<file path="config.mk">
export PLATFORM = sky130hd
export DESIGN_NAME = aes_req_scheduler
export DESIGN_NICKNAME = d
export VERILOG_FILES = /design/src/rtl/aes_pkg.sv /design/src/rtl/rr_arbiter.sv /design/src/rtl/aes_req_scheduler.sv
export SDC_FILE = /design/constraint.sdc
export NUM_CORES = 1
export LEC_CHECK = 0
export CAP_MARGIN = 20
export CORE_AREA = 3 3 605 607
export DETAILED_ROUTE_END_ITERATION = 8
export DIE_AREA = 0 0 608 610
export PLACE_DENSITY_LB_ADDON = 0.08
export SYNTH_ARGS = -nofsm -noshare
export SYNTH_HDL_FRONTEND = slang
export SYNTH_SLANG_ARGS = --single-unit
</file>
<file path="constraint.sdc">
create_clock -name clk -period 6 [get_ports clk]
set_input_delay 1.2 -clock clk [delete_from_list [all_inputs] [get_ports clk]]
set_output_delay 1.2 -clock clk [all_outputs]
set_load 0.01 [all_outputs]
</file>
<file path="src/rtl/aes_pkg.sv">
// Shared definitions for the AES request scheduler: block width and FSM encoding.
package aes_pkg;

    localparam int AES_BLK_W = 128;

    typedef enum logic [1:0] {
        IDLE  = 2'd0,
        START = 2'd1,
        WAIT  = 2'd2,
        RESP  = 2'd3
    } sched_state_t;

endpackage

</file>
<file path="src/rtl/rr_arbiter.sv">
// Combinational round-robin picker: first asserted request at or after rr_ptr, wrapping.
module rr_arbiter #(
    parameter int NUM_REQ = 4,
    parameter int IDX_W   = $clog2(NUM_REQ)
) (
    input  logic [NUM_REQ-1:0] req,
    input  logic [IDX_W-1:0]   rr_ptr,
    output logic [IDX_W-1:0]   grant,
    output logic               any_req
);

    logic [IDX_W:0]   sum;
    logic [IDX_W-1:0] cand;

    // Walk from the farthest offset down so the nearest candidate to rr_ptr wins.
    always_comb begin
        grant   = '0;
        any_req = |req;
        sum     = '0;
        cand    = '0;
        for (int i = NUM_REQ - 1; i >= 0; i--) begin
            sum = {1'b0, rr_ptr} + (IDX_W + 1)'(i);
            if (sum >= (IDX_W + 1)'(NUM_REQ)) begin
                sum = sum - (IDX_W + 1)'(NUM_REQ);
            end
            cand = sum[IDX_W-1:0];
            if (req[cand]) begin
                grant = cand;
            end
        end
    end

endmodule

</file>
<file path="src/rtl/aes_req_scheduler.sv">
// Shares a single aes_core among NUM_REQ requesters with round-robin arbitration,
// one job in flight, and a watchdog that turns a hung core into an error response.
module aes_req_scheduler
    import aes_pkg::*;
#(
    parameter int NUM_REQ        = 4,
    parameter int TIMEOUT_CYCLES = 1024,
    parameter int CNT_W          = 11
) (
    input  logic                           clk,
    input  logic                           reset,
    input  logic [NUM_REQ-1:0]             req_valid_in,
    output logic [NUM_REQ-1:0]             req_ready_out,
    input  logic [NUM_REQ*AES_BLK_W-1:0]   req_key_in,
    input  logic [NUM_REQ*AES_BLK_W-1:0]   req_text_in,
    input  logic [NUM_REQ-1:0]             req_en_or_de_in,
    output logic [NUM_REQ-1:0]             resp_valid_out,
    output logic [AES_BLK_W-1:0]           resp_text_out,
    output logic                           resp_error_out,
    output logic                           busy_out,
    output logic                           core_start_out,
    output logic [AES_BLK_W-1:0]           core_key_out,
    output logic [AES_BLK_W-1:0]           core_text_out,
    output logic                           core_en_or_de_out,
    input  logic [AES_BLK_W-1:0]           core_text_in,
    input  logic                           core_ready_in,
    output logic [1:0]                     dbg_state
);

    // Handshake: a request transfers when req_valid_in[r] and req_ready_out[r] are both
    // high in one cycle; the requester holds valid and data stable until then.
    localparam int IDX_W = $clog2(NUM_REQ);

    sched_state_t         state, state_nxt;
    logic [IDX_W-1:0]     rr_ptr, grant, grant_idx;
    logic                 any_req;
    logic [AES_BLK_W-1:0] key_q, text_q;
    logic                 en_q;
    logic                 armed;
    logic [CNT_W-1:0]     cnt;
    logic                 ready_hit, timeout_hit;

    rr_arbiter #(.NUM_REQ(NUM_REQ), .IDX_W(IDX_W)) u_arb (
        .req     (req_valid_in),
        .rr_ptr  (rr_ptr),
        .grant   (grant),
        .any_req (any_req)
    );

    // armed filters out a ready level left over from the previous job.
    assign ready_hit   = armed & core_ready_in;
    assign timeout_hit = (cnt == CNT_W'(TIMEOUT_CYCLES - 1));

    always_ff @(posedge clk) begin
        if (reset) state <= IDLE;
        else       state <= state_nxt;
    end

    always_comb begin
        state_nxt = state;
        case (state)
            IDLE:    if (any_req) state_nxt = START;
            START:   state_nxt = WAIT;
            WAIT:    if (ready_hit || timeout_hit) state_nxt = RESP;
            RESP:    state_nxt = IDLE;
            default: state_nxt = IDLE;
        endcase
    end

    always_comb begin
        req_ready_out  = '0;
        resp_valid_out = '0;
        core_start_out = 1'b0;
        case (state)
            IDLE:    if (any_req) req_ready_out[grant] = 1'b1;
            START:   core_start_out = 1'b1;
            RESP:    resp_valid_out[grant_idx] = 1'b1;
            default: ;
        endcase
    end

    always_ff @(posedge clk) begin
        if (reset) begin
            rr_ptr         <= '0;
            grant_idx      <= '0;
            key_q          <= '0;
            text_q         <= '0;
            en_q           <= 1'b0;
            armed          <= 1'b0;
            cnt            <= '0;
            resp_text_out  <= '0;
            resp_error_out <= 1'b0;
        end else begin
            case (state)
                IDLE: begin
                    if (any_req) begin
                        key_q     <= req_key_in[AES_BLK_W*int'(grant) +: AES_BLK_W];
                        text_q    <= req_text_in[AES_BLK_W*int'(grant) +: AES_BLK_W];
                        en_q      <= req_en_or_de_in[grant];
                        grant_idx <= grant;
                        rr_ptr    <= (grant == IDX_W'(NUM_REQ - 1)) ? '0 : grant + 1'b1;
                    end
                end
                START: begin
                    cnt   <= '0;
                    armed <= 1'b0;
                end
                WAIT: begin
                    if (!core_ready_in) armed <= 1'b1;
                    // A qualifying ready beats a simultaneous timeout.
                    if (ready_hit) begin
                        resp_text_out  <= core_text_in;
                        resp_error_out <= 1'b0;
                    end else if (timeout_hit) begin
                        resp_text_out  <= '0;
                        resp_error_out <= 1'b1;
                    end else begin
                        cnt <= cnt + 1'b1;
                    end
                end
                default: ;
            endcase
        end
    end

    assign busy_out          = (state != IDLE);
    assign core_key_out      = key_q;
    assign core_text_out     = text_q;
    assign core_en_or_de_out = en_q;
    assign dbg_state         = state;

endmodule

</file>
==> flow_metrics.env <==
export IMPL_critPathBufInv=3
export IMPL_antenna_found_initial=188
export IMPL_synth_avg_cell_area_um2=8.87
export IMPL_synth_edff_count=0
export IMPL_wl_per_cell_um=29.8
export IMPL_power_frac_comb_pct=50.3
export IMPL_synth_nets=3503
export IMPL_path_clk_slew_ns=0.05
export IMPL_rsz0062_at_grt="false"
export IMPL_core_um2=362000
export IMPL_cp_max_fo=5
export IMPL_viasPerCell=3.08
export IMPL_cts_root_buf="clkbuf_16"
export IMPL_fin_skew_ns=0.0880
export IMPL_start_kind="primary input"
export IMPL_clockBufferDepth=4
export IMPL_start_util_pct=5.72
export IMPL_post_cts_buffers=0
export IMPL_max_cap_violations=0
export IMPL_row_count=221
export IMPL_dieArea_um2=371000
export IMPL_p_leak_uw=0.0145
export IMPL_regArea_um2=8090
export IMPL_die_h_um=610
export IMPL_final_setup_viol_count=0
export IMPL_dpl_instance_area_um2=42100
export IMPL_worstPathRequired_ns=4.80
export IMPL_slew_violations=0
export IMPL_crit_family="buffers and inverters"
export IMPL_syn_inst=2334
export IMPL_ys_flop_type="dfxtp_1"
export IMPL_p_seq_share_pct=24.2
export IMPL_overflow=0
export IMPL_finalCritPeriodShare_pct=84.2
export IMPL_max_slew_margin_pct=32.1
export IMPL_num_fill_cells=41400
export IMPL_chipWidth_um=608
export IMPL_power_density_nw_per_um2=391
export IMPL_crit_top_cell="clkdlybuf4s50_1"
export IMPL_cts_tree="done"
export IMPL_ys_types=47
export IMPL_clk_latency_ns=0.79
export IMPL_final_hold_violation_count=0
export IMPL_multi_input_area_um2=11500
export IMPL_cts_resized=0
export IMPL_grt_pass1_vias=27800
export IMPL_dr_pass1_iters=5
export IMPL_grt_max_degree=129
export IMPL_layout_nets=4933
export IMPL_io_pins=1561
export IMPL_drc=0
export IMPL_drive_above_1_share_pct=5.97
export IMPL_port_buffers=1560
export IMPL_layout_commonest_cell="clkdlybuf4s50_1"
export IMPL_worstSetupPathType="primary input to output port"
export IMPL_fmax_mhz=198
export IMPL_vias=26600
export IMPL_cts_hold_buf=0
export IMPL_syn_area_um2=20700
export IMPL_hpwl_um=205000
export IMPL_reg2reg_slack_ns=2.91
export IMPL_cp_end_kind="output port"
export IMPL_drt_initial_drc_count=1564
export IMPL_synth_seq_cells=404
export IMPL_max_stage_delay_ns=0.63
export IMPL_final_cell_area_um2=44500
export IMPL_netSwitchingPower_uw=7400
export IMPL_min_period_ns=5.05
export IMPL_tns_ns=0
export IMPL_vdd_ir_drop_max_v=0.000202
export IMPL_critPathArrivalTime_ns=3.85
export IMPL_area_delta_synth_final_pct=115
export IMPL_wirelength_um=257000
export IMPL_numCtsBuffers=79
export IMPL_grt_total_usage_pct=13.3
export IMPL_hold_path_class="flop to flop"
export IMPL_internal_power_uw=9970
export IMPL_place_congestion=0.767
export IMPL_ys_seq_area_share_pct=39.1
export IMPL_swShare_pct=42.6
export IMPL_cts_htree_levels=3
export IMPL_drtAntennaViolNets=0
export IMPL_worstPathCellList="clkdlybuf4s50_1, nor2_1, and4b_4, nor2_4, inv_1, nor3_1, clkdlybuf4s50_1"
export IMPL_cp_slowest_cell="clkdlybuf4s50_1"
export IMPL_async_reset_ff_share_pct=0
export IMPL_status="finished, final reports clean"
export IMPL_grt_pass1_wl_um=324000
export IMPL_ys_warn_count=0
export IMPL_final_cell_mix="1,559 x clkdlybuf4s50_1, 404 x dfxtp_1, 263 x a21oi_1"
export IMPL_cts_sinks=404
export IMPL_worstMarginPinSlew_ns=1.02
export IMPL_clock_power_share_pct=25.5
## final cells by class
class / count / area share (%)
clock inverters: 12 / 0.312
repair buffers: 1622 / 36.9
multi-input cells: 1648 / 25.9
well taps: 4794 / 13.5
diodes: 41 / 0.231
flip-flops and latches: 404 / 18.2
inverters: 9 / 0.0759
clock buffers: 105 / 4.87
## synthesized netlist by cell type, types with 24 or more instances
cell	number	share of area, %
nor2_1	146	2.6
a221o_1	257	12
nand3_1	262	6.3
mux2_2	49	2.7
o21ai_0	260	6.3
a22oi_1	128	4.6
clkbuf_1	193	3.5
dfxtp_1	404	39
buf_2	55	1.3
buf_1	24	0.44
mux2_1	208	11
a21oi_1	263	6.4
## worst paths after layout
path                               start  depth (start not counted)                             to
setup / recovery         req_valid_in[1]                          7               req_ready_out[0]
hold / removal      cnt[10]$_SDFFE_PP0P_                          2           cnt[10]$_SDFFE_PP0P_
setup reg to reg  rr_ptr[1]$_SDFFE_PP0P_                          6  core_text_out[4]$_SDFFE_PP0P_
hold reg to reg     cnt[10]$_SDFFE_PP0P_                          2           cnt[10]$_SDFFE_PP0P_
## power groups by stage
stage	clock [uW]	sequential [uW]	combinational [uW]
CTS	4790	4230	9170
finish	4440	4200	8740
floorplan	0	4450	3120
global route	4790	4310	9390
detailed placement	0	4270	9130
global placement	0	4270	9190
## worst register-to-register path, stage by stage, from the launching register on
cell     delay, ns
dfxtp_1       0.45
nor4_4        0.52
buf_12        0.33
buf_4         0.69
o21ai_0       0.33
a21oi_1       0.53
a221o_1       0.20
## flip-flops by register name (all words and copies together), names as in the netlist, 2 cells and up
register       flops
cnt               11
rr_ptr             2
grant_idx          2
dbg_state          2
resp_text_out    128
core_text_out    128
core_key_out     128
## metal layers
metal  share of wire, %  GRT usage, %  vias up
li1                   -             -    11900
met1                 35          13.2    13200
met2                 56          26.7     1078
met3                6.7          4.00      376
met4                2.1          2.44       72
met5               0.19             0        -
## stage by stage
| stage | utilization (%) | hold WS [ns] | total power, uW | setup slack (ns) | cells |
|---|---|---|---|---|---|
| floorplan | - | 0.416 | 7580 | 2.03 | 2334 |
| global placement | 11.6 | 0.447 | 13500 | 0.806 | 8475 |
| detailed placement | 11.6 | 0.444 | 13400 | 0.844 | 8476 |
| CTS | 12.3 | 0.455 | 18200 | 0.833 | 8593 |
| global route | 12.3 | 0.477 | 18500 | 0.809 | 8603 |
| finish | 12.3 | 0.458 | 17400 | 0.946 | 8635 |
## kinds of logic after synthesis
| logic type | Yosys count | synth area share, % |
|---|---|---|
| muxes | 258 | 14.0 |
| AOI/OAI and AO/OA | 917 | 30.2 |
| xor gates and xnor gates | 8 | 0.339 |
| adders and majority gates | 6 | 0.363 |
| and+or+nand+nor | 459 | 10.6 |
| buffers and inverters | 282 | 5.47 |
| DFF | 404 | 39.1 |
Note: power is estimated with default switching activity, not from simulation.
